`src/rtl/pe_result_collector.sv`:
```
// rtl/pe_result_collector.sv - PE result window collector with FWFT FIFO and checksum
//
// Purpose:
//   Follows the M216A PE output stream for one run. It drops the
//   function-dependent pipeline-fill samples, then captures RUN_LEN results
//   into a first-word-fall-through FIFO. It also keeps a 32-bit running
//   checksum of the captured window.
//
// Ports:
//   Clk_In          in   1   clock, rising edge
//   Rst_In          in   1   synchronous active-high reset
//   Instruction_In  in  16   PE function code, latched on Start_In
//   Start_In        in   1   first cycle of a new PE run (sample index 0)
//   D_Out_In        in  16   PE D_Out stream
//   Res_Data        out 16   FIFO head (0 when empty)
//   Res_Valid       out  1   FIFO not empty
//   Res_Ready       in   1   consumer pops head when Res_Valid
//   Busy            out  1   in FILL or CAPTURE
//   Done            out  1   window complete, held until Start_In/reset
//   Checksum        out 32   sum of in-window samples, mod 2^32
//   Overflow        out  1   sticky, an in-window sample was dropped
//   Err_Out         out  1   sticky, Start_In with an unsupported code

module pe_result_collector #(
    parameter int RUN_LEN    = 8,
    parameter int FIFO_DEPTH = 8
) (
    input  logic        Clk_In,
    input  logic        Rst_In,
    input  logic [15:0] Instruction_In,
    input  logic        Start_In,
    input  logic [15:0] D_Out_In,
    output logic [15:0] Res_Data,
    output logic        Res_Valid,
    input  logic        Res_Ready,
    output logic        Busy,
    output logic        Done,
    output logic [31:0] Checksum,
    output logic        Overflow,
    output logic        Err_Out
);

    localparam int AW = (FIFO_DEPTH > 1) ? $clog2(FIFO_DEPTH) : 1;

    typedef enum logic [1:0] {
        S_IDLE    = 2'd0,
        S_FILL    = 2'd1,
        S_CAPTURE = 2'd2,
        S_DONE    = 2'd3
    } state_t;

    state_t state;
    state_t state_next;

    // idx is the index of the sample presented at the coming edge
    logic [8:0]  idx;
    logic [2:0]  lat_q;
    logic [2:0]  start_lat;
    logic        start_ok;
    logic [8:0]  fill_last;
    logic [8:0]  capture_last;

    logic [15:0]   mem [FIFO_DEPTH];
    logic [AW-1:0] rd_ptr;
    logic [AW-1:0] wr_ptr;
    logic [AW:0]   count;
    logic          full;
    logic          pop;
    logic          in_window;
    logic          push;

    logic [31:0] checksum_q;
    logic        overflow_q;
    logic        err_q;

    // Pipeline-fill latency per PE function code; 0 marks unsupported codes.
    always_comb begin
        start_lat = 3'd0;
        start_ok  = 1'b0;
        case (Instruction_In)
            16'd1, 16'd3, 16'd4, 16'd5, 16'd6: begin
                start_lat = 3'd2;
                start_ok  = 1'b1;
            end
            16'd2, 16'd7: begin
                start_lat = 3'd4;
                start_ok  = 1'b1;
            end
            16'd8: begin
                start_lat = 3'd6;
                start_ok  = 1'b1;
            end
            default: begin
                start_lat = 3'd0;
                start_ok  = 1'b0;
            end
        endcase
    end

    assign fill_last    = {6'd0, lat_q} - 9'd1;
    assign capture_last = {6'd0, lat_q} + 9'(RUN_LEN) - 9'd1;

    // FIFO handshake. A restart flushes the FIFO, so the sample at the Start_In
    // edge is never captured and any pop in that cycle is lost to the flush.
    assign full      = (count == (AW + 1)'(FIFO_DEPTH));
    assign Res_Valid = (count != '0);
    assign pop       = Res_Valid & Res_Ready;
    assign in_window = (state == S_CAPTURE) & ~Start_In;
    assign push      = in_window & (~full | pop);
    assign Res_Data  = Res_Valid ? mem[rd_ptr] : 16'd0;

    // State register
    always_ff @(posedge Clk_In) begin
        if (Rst_In) begin
            state <= S_IDLE;
        end else begin
            state <= state_next;
        end
    end

    // Next-state logic; Start_In wins from every state
    always_comb begin
        state_next = state;
        if (Start_In) begin
            state_next = start_ok ? S_FILL : S_IDLE;
        end else begin
            case (state)
                S_FILL: begin
                    if (idx == fill_last) begin
                        state_next = S_CAPTURE;
                    end
                end
                S_CAPTURE: begin
                    if (idx == capture_last) begin
                        state_next = S_DONE;
                    end
                end
                default: begin
                    state_next = state;
                end
            endcase
        end
    end

    // Sample index and latched latency. Index 0 is consumed on the Start_In
    // edge itself, so the counter restarts at 1.
    always_ff @(posedge Clk_In) begin
        if (Rst_In) begin
            idx   <= 9'd0;
            lat_q <= 3'd0;
        end else if (Start_In) begin
            idx   <= 9'd1;
            lat_q <= start_lat;
        end else if ((state == S_FILL) || (state == S_CAPTURE)) begin
            idx <= idx + 9'd1;
        end
    end

    // FIFO storage is not reset; occupancy gates its visibility.
    always_ff @(posedge Clk_In) begin
        if (push) begin
            mem[wr_ptr] <= D_Out_In;
        end
    end

    always_ff @(posedge Clk_In) begin
        if (Rst_In || Start_In) begin
            rd_ptr <= '0;
            wr_ptr <= '0;
            count  <= '0;
        end else begin
            if (push) begin
                wr_ptr <= wr_ptr + AW'(1);
            end
            if (pop) begin
                rd_ptr <= rd_ptr + AW'(1);
            end
            case ({push, pop})
                2'b10:   count <= count + (AW + 1)'(1);
                2'b01:   count <= count - (AW + 1)'(1);
                default: count <= count;
            endcase
        end
    end

    // Checksum covers every in-window sample, including ones dropped on overflow.
    always_ff @(posedge Clk_In) begin
        if (Rst_In) begin
            checksum_q <= 32'd0;
            overflow_q <= 1'b0;
            err_q      <= 1'b0;
        end else if (Start_In) begin
            checksum_q <= 32'd0;
            overflow_q <= 1'b0;
            err_q      <= ~start_ok;
        end else begin
            if (in_window) begin
                checksum_q <= checksum_q + {16'd0, D_Out_In};
            end
            if (in_window && full && !pop) begin
                overflow_q <= 1'b1;
            end
        end
    end

    assign Checksum = checksum_q;
    assign Overflow = overflow_q;
    assign Err_Out  = err_q;
    assign Busy     = (state == S_FILL) || (state == S_CAPTURE);
    assign Done     = (state == S_DONE);

endmodule

```
`config.mk`:
```
export PLATFORM = sky130hd
export DESIGN_NAME = pe_result_collector
export DESIGN_NICKNAME = d
export VERILOG_FILES = /design/src/rtl/pe_result_collector.sv
export SDC_FILE = /design/constraint.sdc
export NUM_CORES = 1
export LEC_CHECK = 0
export CORE_MARGIN = 8
export CORE_UTILIZATION = 29
export DETAILED_ROUTE_END_ITERATION = 8
export SYNTH_ARGS = -nofsm -noshare
export SYNTH_HDL_FRONTEND = slang
export SYNTH_SLANG_ARGS = --single-unit
export TNS_END_PERCENT = 10
```
`constraint.sdc`:
```
create_clock -name Clk_In -period 7.7 [get_ports Clk_In]
set_input_delay 0.77 -clock Clk_In [delete_from_list [all_inputs] [get_ports Clk_In]]
set_output_delay 0.77 -clock Clk_In [all_outputs]
set_load 0.005 [all_outputs]
```
==> results of run 1 <==
## per-stage QoR
step | std cells | hold slack [ns]
2_1_floorplan | 634 | 0.451
3_3_place_gp | 1088 | 0.463
3_5_place_dp | 1088 | 0.459
4_1_cts | 1120 | 0.473
5_1_grt | 1120 | 0.505
6_report | 1120 | 0.472
## final cells by class
cell class	count	area, um2	area share [%]
clock inverter	15	185	1.79
sequential	188	5050	48.8
timing repair buffer	93	918	8.87
clock buffer	17	425	4.11
multi-input combinational	404	3220	31.1
tap	384	480	4.64
inverter	19	71.3	0.689
## Yosys cell counts (all sizes together) (2+ instances only)
cell and n:
nor3 11, nand4b 3, o21a 3, inv 19, clkbuf 15, and4 2, a21oi 32, nor2b 2
edfxtp 128, mux4 32, buf 8, nand4 8, nor2 74, dfxtp 60, ha 25, fa 2
xnor2 14, a21o 8, or4 6, or3 6, a211oi 4, a31oi 4, o31ai 3, nand2 38
o31a 3, and3 3, nor4 3, nand2b 4, and2 4, o21ai 21, mux2i 27, a311oi 2
o211ai 7, nand3 15, xor2 18
## registers in the layout, indices dropped and copies added, names as in the netlist, named ones only
register	flops
mem	128
Checksum	32
idx	9
count	4
rd_ptr	3
wr_ptr	3
lat_q	2
state	2
Err_Out	1
Overflow	1
## layer usage
metal | track usage, % | wire length (um)
met4 | 2.59 | 150
met2 | 18.3 | 9230
met5 | 0 | 0
met3 | 3.56 | 1150
met1 | 14.3 | 8700
## worst max-delay path: cells and delay by family, from the launching register on
kind | cells | cell delay, ns
and+or+nand+nor | 1 | 0.07
muxes | 2 | 0.89
DFF | 1 | 0.31
buffers and inverters | 2 | 1.01
## cells by family (layout without fill, tap and decap cells)
| logic type | Yosys count | count (layout) | share of synthesized area, % |
|---|---|---|---|
| mux | 59 | 59 | 11.8 |
| fa+ha+maj | 27 | 27 | 4.19 |
| simple gates | 186 | 186 | 10.6 |
| flops | 188 | 188 | 59.9 |
| xor+xnor | 32 | 32 | 3.33 |
| buf+inv | 42 | 144 | 2.23 |
| compound gates | 100 | 100 | 7.91 |
## where the power goes
| part | internal (mW) | leakage (nW) | switching [mW] | total [mW] |
|---|---|---|---|---|
| logic | 0.0272 | 1.39 | 0.0351 | 0.0623 |
| registers | 1.08 | 1.63 | 0.00123 | 1.08 |
| clock network | 0.442 | 0.296 | 0.437 | 0.880 |
## path summary, 6_finish.rpt
kind,end,from,cells after the start
setup / recovery,Res_Data[0],register,5
hold / removal,Checksum[9],Checksum[9],2
setup reg to reg,Checksum[21],state[0],9
hold reg to reg,Checksum[9],Checksum[9],2
==> out/qor.csv, run 1 <==
stage,metric,value,unit
outcome,run status,"finished, final reports clean",
worst_setup_path,flop2flop setup slack,4.21,ns
flow_run,Max Cap Viol,0,
global_route,Tot GR Track Use,11.2,%
die,# IOs,89,
sta,"Slew Viols, Final",0,
finish,Final nets,786,
place,Post-Place Cell Area,9740,um2
yosys,sequential area share after synthesis,59.9,%
clock_tree,H-tree levels,4,
global_route,pin count of the biggest net entering global routing,33,
worst_hold_path,HP Class,register to register,
yosys,Cells after Synth,634,
power,Worst VDD drop,0.164,mV
worst_setup_path,Worst EP required,6.93,ns
yosys,Synth Register Bits,188,
sta,Final period util,45.4,%
yosys,Post-Syn Area per Cell,13.3,um2
place,GP Congestion,0.837,
place,IO Port Bufs,88,
finish,Fillers,2745,
power,Power Density,195,nW/um2
clock_tree,CTS clock-pin slew for the worst setup and hold paths,0.07,ns
die,core area,28600,um2
yosys,Post-synth EDFFs,128,
die,starting density of the core,29.4,%
clock_tree,total clock sinks,188,
sta,Setup WS post-layout,4.20,ns
drt,WL/cell,17.2,um
worst_setup_path,crit-path max cell delay,0.58,ns
sta,Tmin final,3.50,ns
drt,via count,5311,
sta,final setup fails,0,
worst_setup_path,Setup CP Type,register to primary output,
yosys,Netlist cell types,66,
sta,Sum Neg Setup Slack,0,ns
clock_tree,worst skew pair latency,0.44,ns
drt,initial DRC count,314,
die,Die Y-Extent,186,um
worst_setup_path,crit path cell chain,buf_4 > mux4_2 > mux2i_1 > nor2_1 > clkdlybuf4s50_1,
worst_setup_path,Worst Setup Start Kind,register,
drt,drt via density,4.74,
sta,Worst Tran Pin Value,1.15,ns
global_route,total gr overflow,0,
finish,cell area after layout,10300,um2
finish,most frequent cells in the layout,"128 x edfxtp_1, 88 x clkdlybuf4s50_1, 67 x nor2_1, 58 x dfxtp_1, 38 x nand2_1",
die,die area,34700,um2
yosys,Most used DFF post-synth,edfxtp_1,
global_route,vias in the first global route,5512,
finish,Util after Layout,36.2,%
clock_tree,post_cts resized,0,
yosys,"area leader, netlist",edfxtp_1,
place,pre-CTS setup slack,3.93,ns
clock_tree,CTS Hold Buffers Added,0,
yosys,post-synth top area share,45.7,%
drt,Pre-Repair DR Iteration Count,4,
drt,final WL,19.2,mm
sta,RSZ-0062 raised after global routing,false,
clock_tree,total CTS buffers,17,
finish,"commonest non-fill, non-tap cell in the layout",edfxtp_1,
sta,worst clock skew,0.0135,ns
sta,Hold Fails Final Rpt,0,
die,num rows,62,
clock_tree,root buffer selected by CTS,clkbuf_16,
yosys,yosys warns,0,
yosys,ys async rst share,0,%
finish,area grow syn2layout,23.0,%
power,LEAKAGE,3.32,nW
yosys,synthesized area,8420,um2
finish,ant diodes,0,
worst_setup_path,Crit. End Element,primary output,
place,hpwl dp,13.2,mm
drt,Antenna Violating Nets Remaining,0,
sta,Peak Freq,0.286,GHz
die,die extent in x,186,um
yosys,top post-synthesis cells by area,"edfxtp_1 46%, dfxtp_1 14%, mux4_2 8.6%, ha_1 3.7%, nor2_1 3.3%",
global_route,initial antenna violation count,0,
worst_setup_path,critical path arrival,2.73,ns
sta,Slew HR,23.5,%
clock_tree,CTS tree,done,
clock_tree,clock buffer depth,2,
power,total power,2.02,mW
yosys,post-synth net total,697,
finish,layout cells sized above 1,12.4,%
clock_tree,Post-CTS Repair Setup Buffers,0,
worst_setup_path,worst-path maximum fanout,32,
global_route,first-pass GRT wire length,31.0,mm
worst_setup_path,CP max-delay cell,mux4_2,
drt,# DRC,0,
No activity file was read; power rests on OpenSTA's default activity.
==> run 2: changes to the inputs <==
- clock period: 7.7 -> 2.99 ns (I/O delays scaled with it)
==> run 2 against run 1 <==
Effect of this change:
- sequential power increased to 2.6 times the previous value
- sequential share of layout area down 1.3 points
- power rose to 2.6 times the previous value
- via count increased by 1.7%
- combinational power grew to 2.9 times the previous value
- utilization up 1.0 points
- global-route usage rose by 0.12 points
- sequential cell count unchanged
- die area did not move
- clock power rose to 2.6 times the previous value
- register-to-register slack worse by 3.7 ns
- worst setup slack worse by 4.0 ns
==> out/qor.csv, run 2 (synthesized netlist as in run 1, its figures left out) <==
stage,metric,value,unit,change
outcome,run status,"finished, final reports clean",,
sta,final setup fails,0,,unchanged
die,# IOs,89,,unchanged
place,hpwl dp,14.0,mm,+6.2%
drt,initial DRC count,300,,-4.5%
flow_run,Max Cap Viol,0,,unchanged
worst_setup_path,CP bufs+invs,2,,unchanged
worst_setup_path,Worst Setup Start Kind,register,,
worst_setup_path,CP max-delay cell,dfxtp_2,,
worst_hold_path,Hold Crit Depth,2,,unchanged
clock_tree,CTS clock-pin slew for the worst setup and hold paths,0.06,ns,about the same
place,IO Port Bufs,88,,unchanged
die,Die Y-Extent,186,um,unchanged
sta,Final period util,93.2,%,
drt,drt via density,4.65,,-2.0%
power,total power,5.25,mW,+160%
worst_hold_path,HP Start,Checksum[9],,
power,Psw,1.07,mW,+130%
power,Worst VDD drop,0.387,mV,+140%
sta,Peak Freq,0.359,GHz,
worst_setup_path,Worst EP required,2.69,ns,-4.24 ns
clock_tree,worst skew pair latency,0.43,ns,about the same
sta,"Slew Viols, Final",0,,unchanged
place,GP Congestion,0.831,,-0.66%
finish,Register Area,5050,um2,about the same
global_route,initial antenna violation count,1,,+1
finish,area grow syn2layout,26.4,%,
worst_setup_path,FF-to-FF path depth,12,,+3
worst_setup_path,critical path arrival,2.49,ns,-0.24 ns
die,die extent in x,186,um,unchanged
worst_hold_path,WHS Endpoint,Checksum[9],,
die,num rows,62,,unchanged
global_route,Tot GR Track Use,11.3,%,+0.12 points
worst_hold_path,HP Class,register to register,,
clock_tree,total CTS buffers,17,,unchanged
finish,most frequent cells in the layout,"128 x edfxtp_1, 88 x clkdlybuf4s50_1, 73 x nor2_1, 59 x dfxtp_1, 47 x buf_4",,
clock_tree,CTS tree,done,,
finish,max reg flops,128,,unchanged
clock_tree,clock buffer depth,2,,unchanged
sta,RSZ-0062 raised after global routing,false,,
drt,via count,5399,,+1.7%
worst_setup_path,worst-path maximum fanout,10,,-69%
die,die area,34700,um2,unchanged
global_route,total gr overflow,0,,unchanged
die,starting density of the core,29.4,%,unchanged
power,Power Density,493,nW/um2,+150%
sta,Hold Fails Final Rpt,0,,unchanged
drt,final WL,19.3,mm,+0.55%
finish,ant diodes,0,,unchanged
worst_setup_path,flop2flop setup slack,0.48,ns,-3.73 ns
power,Comb power frac,3.5,%,+0.4 points
worst_setup_path,Setup CP Type,register to primary output,,
finish,Fillers,2749,,+0.15%
global_route,first-pass GRT wire length,31.4,mm,+1.1%
worst_setup_path,crit path cell chain,buf_4 > mux4_2 > mux2i_1 > nor2_1 > clkdlybuf4s50_1,,
worst_setup_path,Crit. End Element,primary output,,
sta,Worst Tran Pin Value,0.600,ns,-0.547 ns
global_route,pin count of the biggest net entering global routing,26,,-21%
clock_tree,total clock sinks,188,,unchanged
drt,# DRC,0,,unchanged
worst_setup_path,FF-to-FF Start,count[0],,
finish,area of the multi-input gates,3190,um2,-0.85%
drt,WL/cell,16.6,um,-3.1%
finish,"commonest non-fill, non-tap cell in the layout",edfxtp_1,,
sta,worst clock skew,0.0110,ns,-0.00254 ns
die,core area,28600,um2,unchanged
clock_tree,post_cts resized,0,,unchanged
worst_setup_path,crit-path max cell delay,0.55,ns,-0.03 ns
worst_setup_path,reg2reg end,count[3],,
clock_tree,Post-CTS Repair Setup Buffers,0,,unchanged
clock_tree,H-tree levels,4,,unchanged
finish,Largest Register,mem,,
sta,Tmin final,2.79,ns,
sta,hold_ws,0.469,ns,-0.00282 ns
power,Flop pwr share,52.9,%,-0.5 points
worst_setup_path,Top delay family on crit path,multiplexers,,
power,LEAKAGE,3.55,nW,+6.9%
power,Sw Share,20.4,%,-3.1 points
drt,Antenna Violating Nets Remaining,0,,unchanged
finish,Final nets,829,,+5.5%
global_route,vias in the first global route,5663,,+2.7%
clock_tree,root buffer selected by CTS,clkbuf_16,,
power,power share of the clock group,43.6,%,about the same
power,internal power,4.18,mW,+170%
clock_tree,CTS Hold Buffers Added,0,,unchanged
sta,Slew HR,59.8,%,+36 points
finish,layout cells sized above 1,16.1,%,+3.7 points
drt,Pre-Repair DR Iteration Count,6,,+2
[run 2: cell types whose count changed in the layout (fill, tap and decap cells not counted), sizes merged]
cell,previous run,this run
bufinv,0,3
clkinvlp,0,1
clkinv,8,6
clkbuf,17,18
buf,5,48
inv,26,22
[run 2: final cells by class]
| type | instances | share of cell area, % |
|---|---|---|
| clock buffer | 18 | 4.03 |
| clock inverter | 13 | 1.56 |
| inverter | 19 | 0.670 |
| multi-input combinational | 404 | 30.0 |
| sequential | 188 | 47.4 |
| tap | 384 | 4.51 |
| timing repair buffer | 136 | 11.8 |
[run 2: worst max path at each step]
stage,endpoint,cells past startpoint,startpoint
after floorplan,mem[0][0],6,state[0]
after global placement,Checksum[24],9,D_Out_In[5]
after detailed placement,Checksum[24],9,D_Out_In[5]
after CTS,Res_Data[2],5,register
after global routing,Res_Data[2],5,register
final,Res_Data[2],5,register
[run 2: per-layer routing]
metal / track usage [%] / vias to the layer above / share of wire, %
met2: 18.8 / 90 / 47
met3: 3.41 / 17 / 5.2
met1: 14.0 / 2623 / 46
li1: - / 2667 / -
met5: 0 / - / 0.057
met4: 3.60 / 2 / 1.1
[run 2: metrics by stage]
step                worst slack, ns  std cells  setup TNS [ns]  area, um2  util [%]
floorplan                     0.287        634               0       8420         -
detailed placement          -0.0933       1131          -0.433      10000      35.1
global placement            -0.0323       1131         -0.0447      10000      35.1
CTS                           0.137       1162               0      10600      37.2
global route                 0.0527       1162               0      10600      37.2
finish                        0.202       1162               0      10600      37.2
[run 2: power by group through the flow]
stage / registers (mW) / clock network (mW) / logic, mW
after floorplan: 2.83 / 0 / 0.0645
after global placement: 2.83 / 0 / 0.179
after detailed placement: 2.83 / 0 / 0.181
after CTS: 2.78 / 2.34 / 0.182
after global routing: 2.78 / 2.44 / 0.200
final: 2.78 / 2.29 / 0.181
[run 2: tightest hold or removal path, stage by stage, from the launching register on]
cell and delay [ns]:
dfxtp_1 0.33, nand2_1 0.06, nand2_1 0.04
